## src/rtl/instr_decode_stage.sv

```systemverilog
// rtl/instr_decode_stage.sv - decode stage: splits a fetched word into operand/control fields in a single-entry slot
module instr_decode_stage #(
  parameter int PC_W  = 32,
  parameter int IMM_W = 18
) (
  input  logic            clk,
  input  logic            reset,
  input  logic            in_valid,
  output logic            in_ready,
  input  logic [31:0]     in_instr,
  input  logic [PC_W-1:0] in_pc,
  input  logic            flush,
  output logic            out_valid,
  input  logic            out_ready,
  output logic [4:0]      out_op,
  output logic            out_imm_sel,
  output logic [3:0]      out_rd,
  output logic [3:0]      out_rs1,
  output logic [3:0]      out_rs2,
  output logic [31:0]     out_imm,
  output logic [PC_W-1:0] out_target,
  output logic [PC_W-1:0] out_pc,
  output logic            out_wr_en,
  output logic            out_is_branch,
  output logic [1:0]      out_is_mem,
  output logic            out_illegal
);

  localparam logic [4:0] OP_CMP  = 5'b00101;
  localparam logic [4:0] OP_ASR  = 5'b01100;
  localparam logic [4:0] OP_LD   = 5'b01110;
  localparam logic [4:0] OP_ST   = 5'b01111;
  localparam logic [4:0] OP_BEQ  = 5'b10000;
  localparam logic [4:0] OP_CALL = 5'b10011;
  localparam logic [4:0] OP_RET  = 5'b10100;
  localparam logic [3:0] LINK_REG = 4'hF;

  logic            valid_q;
  logic [4:0]      op_q;
  logic            imm_sel_q;
  logic [3:0]      rd_q, rs1_q, rs2_q;
  logic [31:0]     imm_q;
  logic [PC_W-1:0] target_q, pc_q;
  logic            wr_en_q, is_branch_q, illegal_q;
  logic [1:0]      is_mem_q;

  logic [4:0]      op_d;
  logic [3:0]      rd_d, rs1_d, rs2_d;
  logic [31:0]     imm_d;
  logic [PC_W-1:0] target_d;
  logic            wr_en_d, is_branch_d, illegal_d;
  logic [1:0]      is_mem_d;
  logic            load;

  assign in_ready = !valid_q || out_ready;
  assign load     = in_valid && in_ready && !flush;

  assign op_d     = in_instr[31:27];
  assign imm_d    = {{(32-IMM_W){in_instr[IMM_W-1]}}, in_instr[IMM_W-1:0]};
  assign target_d = PC_W'(in_instr[26:0]);

  // Illegal opcodes keep their raw fields but behave as nop downstream.
  always_comb begin
    rd_d        = in_instr[25:22];
    rs1_d       = in_instr[21:18];
    rs2_d       = in_instr[17:14];
    wr_en_d     = 1'b0;
    is_branch_d = 1'b0;
    is_mem_d    = 2'b00;
    illegal_d   = 1'b0;
    if (op_d > OP_RET) begin
      illegal_d = 1'b1;
    end else begin
      wr_en_d     = ((op_d <= OP_ASR) && (op_d != OP_CMP)) || (op_d == OP_LD) || (op_d == OP_CALL);
      is_branch_d = (op_d >= OP_BEQ);
      if (op_d == OP_LD) is_mem_d = 2'b01;
      if (op_d == OP_ST) begin
        is_mem_d = 2'b10;
        rs2_d    = in_instr[25:22];
      end
      if (op_d == OP_CALL) rd_d = LINK_REG;
      if (op_d == OP_RET) rs1_d = LINK_REG;
    end
  end

  always_ff @(posedge clk) begin
    if (reset) begin
      valid_q     <= 1'b0;
      op_q        <= '0;
      imm_sel_q   <= 1'b0;
      rd_q        <= '0;
      rs1_q       <= '0;
      rs2_q       <= '0;
      imm_q       <= '0;
      target_q    <= '0;
      pc_q        <= '0;
      wr_en_q     <= 1'b0;
      is_branch_q <= 1'b0;
      is_mem_q    <= 2'b00;
      illegal_q   <= 1'b0;
    end else begin
      if (flush) begin
        valid_q <= 1'b0;
      end else if (load) begin
        valid_q <= 1'b1;
      end else if (out_ready) begin
        valid_q <= 1'b0;
      end
      if (load) begin
        op_q        <= op_d;
        imm_sel_q   <= in_instr[26];
        rd_q        <= rd_d;
        rs1_q       <= rs1_d;
        rs2_q       <= rs2_d;
        imm_q       <= imm_d;
        target_q    <= target_d;
        pc_q        <= in_pc;
        wr_en_q     <= wr_en_d;
        is_branch_q <= is_branch_d;
        is_mem_q    <= is_mem_d;
        illegal_q   <= illegal_d;
      end
    end
  end

  assign out_valid     = valid_q;
  assign out_op        = op_q;
  assign out_imm_sel   = imm_sel_q;
  assign out_rd        = rd_q;
  assign out_rs1       = rs1_q;
  assign out_rs2       = rs2_q;
  assign out_imm       = imm_q;
  assign out_target    = target_q;
  assign out_pc        = pc_q;
  assign out_wr_en     = wr_en_q;
  assign out_is_branch = is_branch_q;
  assign out_is_mem    = is_mem_q;
  assign out_illegal   = illegal_q;

endmodule
```

## config.mk

```make
export PLATFORM = sky130hd
export DESIGN_NAME = instr_decode_stage
export DESIGN_NICKNAME = d
export VERILOG_FILES = /design/src/rtl/instr_decode_stage.sv
export SDC_FILE = /design/constraint.sdc
export NUM_CORES = 1
export LEC_CHECK = 0
export CAP_MARGIN = 30
export CORE_MARGIN = 10
export CORE_UTILIZATION = 35
export CTS_BUF_LIST = sky130_fd_sc_hd__clkbuf_8
export CTS_CLUSTER_SIZE = 25
export DETAILED_ROUTE_END_ITERATION = 7
export MAX_ROUTING_LAYER = met4
export PLACE_DENSITY = 0.89
export SLEW_MARGIN = 20
export SYNTH_ARGS = -nofsm -noshare
export SYNTH_HDL_FRONTEND = slang
export SYNTH_SLANG_ARGS = --single-unit
```

## constraint.sdc

```tcl
create_clock -name clk -period 1.2 [get_ports clk]
set_input_delay 0.24 -clock clk [delete_from_list [all_inputs] [get_ports clk]]
set_output_delay 0.24 -clock clk [all_outputs]
set_load 0.02 [all_outputs]
```

==> results.rst <==
.. list-table::
   :header-rows: 1

   * - Metric
     - Value
   * - Most common library cell in the layout ignoring fill and taps
     - sky130_fd_sc_hd__nand2_1
   * - Wl on met1
     - 5460 um
   * - Die Width
     - 116 um
   * - Synth cell types
     - 26
   * - HPWL after detailed placement
     - 8430 um
   * - Count of mapped cells out of synthesis
     - between 400 and 500
   * - Number of buffers added on ports
     - ~180
   * - Crit end category
     - flop
   * - Wire length of the first global-routing pass
     - 17900 um
   * - Result of the run
     - finished, violations left
   * - Initial standard-cell utilization of the core
     - 0.356
   * - Number of levels the H-tree was split into
     - 3
   * - TritonCTS Sinks
     - a little over 80
   * - ANT nets after route
     - 0
   * - Post-layout minimum cycle time
     - 1.38 ns
   * - # setup viols final
     - 97
   * - Critical path launch point
     - out_valid
   * - Iteration-0 DRC count of the detailed router
     - ~180
   * - Clock Path Buffers
     - 2
   * - Proportion of total power due to net switching
     - 0.271
   * - Synthesized cell area
     - roughly 3300 sq um
   * - Via total after detailed routing
     - 3405
   * - Comb power frac
     - 0.211
   * - Average wire per standard cell
     - a little under 20 um
   * - Final net count
     - about 650
   * - Post-Synthesis Mean Instance Area
     - ~8 sq um
   * - Leakage power
     - 2.38 nW
   * - Layout cell share with drive strength beyond 1
     - 0.403
   * - Most frequent cells in the layout
     - sky130_fd_sc_hd__nand2_1, sky130_fd_sc_hd__buf_2, sky130_fd_sc_hd__dfxtp_1
   * - Reg2reg start
     - out_valid
   * - Proportion of synthesized chip area in sequential cells
     - 0.504
   * - TritonRoute pass-1 iters
     - 4
   * - Count of placed standard cells in the final layout, fillers left out
     - 692
   * - Residual DRC
     - 0
   * - Total congestion overflow after global routing
     - 0
   * - CTS clk-pin slew, worst paths
     - 0.08 ns
   * - Required time worst endpoint
     - ~1.5 ns
   * - Final wirelength
     - 13400 um
   * - Inserted Diodes
     - 0
   * - Period utilisation layout
     - 1.15
   * - Endpoints failing hold
     - 0
   * - Launch instance of the worst min-delay path
     - reset
   * - Arrival time reported for the critical path endpoint
     - 1.65 ns
   * - Worst vdd rail ir drop
     - between 0.0007 and 0.0008 V
   * - Placed cell count
     - 658
   * - Synth area leader
     - sky130_fd_sc_hd__dfxtp_1
   * - Relative area change from synthesis to final layout
     - 66.8%
   * - I/O pins
     - 190
   * - Area of the die
     - 13600 sq um
   * - Routability congestion estimate
     - 0.758
   * - Detail Route met3 WL
     - 1290 um
   * - Total design power
     - approximately 0.0068 W
   * - CTS tree
     - built
   * - Cell Rows
     - 35
   * - Final setup slack of the worst path
     - -0.178 ns
   * - Setup Skew
     - 0.00652 ns
   * - Vias in the first global route
     - approximately 3400
   * - Violations in the final reports
     - negative setup slack
   * - Maximum number of pins on one net before global-route repair
     - 50
   * - Clock network fraction of design power
     - 0.358
   * - Total internal power
     - 0.00493 W
   * - Highest layer used for signal routing
     - met4
   * - Routed vias/inst
     - about 4.9
   * - Count of synthesis-stage warnings from yosys
     - 0
   * - Insertion delay of the later-clocked pin in the worst-skew pair
     - around 0.34 ns
   * - Total clock buffers created by CTS
     - 9
   * - Fraction of synthesized cell area taken by the top area cell type
     - 0.504
   * - Sequential Power Share
     - 0.432
   * - Post-synthesis register bit count
     - approximately 80
   * - Largest cells by area after synthesis
     - sky130_fd_sc_hd__dfxtp_1, sky130_fd_sc_hd__nand2_1, sky130_fd_sc_hd__a21oi_1
   * - Amount of wire on met2 after detailed routing
     - 6330 um
   * - Fmax
     - 726 MHz
   * - Max-slew violation count
     - 0
   * - CORE AREA
     - 9150 sq um
   * - Switch Pwr
     - approximately 0.0018 W
   * - Critical path startpoint category
     - flop
   * - Kind of critical path
     - flop to flop
   * - Global routing usage summed across all routing layers
     - 0.173
   * - Root Buffer Master
     - sky130_fd_sc_hd__clkbuf_8
   * - Cell Pwr Density
     - between 1000 and 1500 nW/um^2
   * - Max_cap viols
     - 0
   * - Sum Neg Setup Slack
     - -11.74 ns
   * - Die height
     - 116 um
   * - Unrepaired setup endpoints after global routing
     - true
   * - Class of the tightest hold or removal check
     - primary input to flop
   * - Number of antenna violations at the first check in global routing
     - 0
   * - Max FO, Critical Path
     - 8
-- path summary, 6_finish.rpt --
path | endpoint | slack, ns | cells past startpoint
worst max-delay path | out_pc[4] | -0.18 | 6
worst min-delay path | out_target[19] | 0.37 | 3
worst max register to register | out_pc[4] | -0.18 | 6
worst min register to register | out_target[20] | 0.45 | 2
-- power by group through the flow --
stage               clock network, W  registers [W]  logic, W
floorplan                          0        0.00315  0.000470
global placement                   0        0.00298   0.00126
detailed placement                 0        0.00299   0.00128
CTS                          0.00248        0.00292   0.00125
global route                 0.00259        0.00294   0.00152
finish                       0.00242        0.00292   0.00143
-- metrics by stage --
step | utilization | worst slack, ns | hold slack, ns | area (sq um)
6_report | 0.594 | -0.178 | 0.369 | 5430
5_1_grt | 0.594 | -0.273 | 0.368 | 5430
4_1_cts | 0.547 | -0.153 | 0.352 | 5010
3_5_place_dp | 0.548 | -0.530 | 0.448 | 5010
3_3_place_gp | 0.548 | -0.495 | 0.439 | 5010
2_1_floorplan | - | -0.0802 | 0.309 | 3310
-- metal layers --
| layer | up-vias | global-route usage |
|---|---|---|
| met1 | 1608 | 0.188 |
| met4 | 0 | 0.0559 |
| met2 | 149 | 0.288 |
| met5 | - | - |
| met3 | 20 | 0.0637 |
| li1 | 1628 | - |
-- cells by family (layout without fill, tap and decap cells) --
logic type | after synthesis | after routing | share of synthesized area
AO/OA/AOI/OAI | 77 | 77 | 0.122
AND/OR/NAND/NOR | 178 | 178 | 0.228
buffers and inverters | 67 | 235 | 0.132
other | 1 | 5 | 0.00115
flip-flops | 82 | 82 | 0.504
multiplexers | 4 | 4 | 0.0123
-- Yosys cell counts --
cell                       instances
sky130_fd_sc_hd__nand2_1         134
sky130_fd_sc_hd__dfxtp_1          82
sky130_fd_sc_hd__a21oi_1          70
sky130_fd_sc_hd__buf_4            43
sky130_fd_sc_hd__nor3_1           17
sky130_fd_sc_hd__nor2_1           14
sky130_fd_sc_hd__clkbuf_1         13
sky130_fd_sc_hd__buf_2             8
sky130_fd_sc_hd__a211oi_1          4
sky130_fd_sc_hd__mux2i_1           4
sky130_fd_sc_hd__inv_1             2
sky130_fd_sc_hd__nand3_1           2
sky130_fd_sc_hd__nor2b_1           2
sky130_fd_sc_hd__o21ai_0           2
sky130_fd_sc_hd__and3_1            1
sky130_fd_sc_hd__and3_2            1
sky130_fd_sc_hd__and3b_1           1
sky130_fd_sc_hd__and4b_2           1
sky130_fd_sc_hd__buf_6             1
sky130_fd_sc_hd__conb_1            1
sky130_fd_sc_hd__nand2b_1          1
sky130_fd_sc_hd__nand3b_1          1
sky130_fd_sc_hd__nand4_1           1
sky130_fd_sc_hd__nor2b_4           1
sky130_fd_sc_hd__nor3b_2           1
sky130_fd_sc_hd__o211ai_1          1
-- layout make-up --
cell class	count	area, sq um
sequential	82	1650
inverter	2	7.51
clock inverter	5	103
clock buffer	10	138
tap	111	139
timing repair buffer	218	1950
fill	775	3720
multi-input combinational	264	1450
-- state kept, by name, indices dropped and copies added (netlist names) --
register       count
out_imm           17
out_valid          1
out_rs1            4
out_wr_en          1
out_imm_sel        1
out_pc            32
out_is_mem         2
out_target         9
out_is_branch      1
out_illegal        1
out_rd             4
out_rs2            4
out_op             5
-- repair_timing --
action                                  CTS  global route
hold buffers                              0             0
cloned                                    4             9
endpoints found under the setup margin  196           103
resized for setup                       507            77
pin swaps                                14            36
buffers inserted                          6             1
-- critical path, cell delays in order (launching register included) --
cell,delay (ns)
sky130_fd_sc_hd__dfxtp_4,0.35
sky130_fd_sc_hd__nor2b_4,0.14
sky130_fd_sc_hd__nor3b_4,0.25
sky130_fd_sc_hd__buf_12,0.20
sky130_fd_sc_hd__clkbuf_16,0.18
sky130_fd_sc_hd__nand2_1,0.06
sky130_fd_sc_hd__a21oi_1,0.12
No activity file was read; power rests on OpenSTA's default activity.
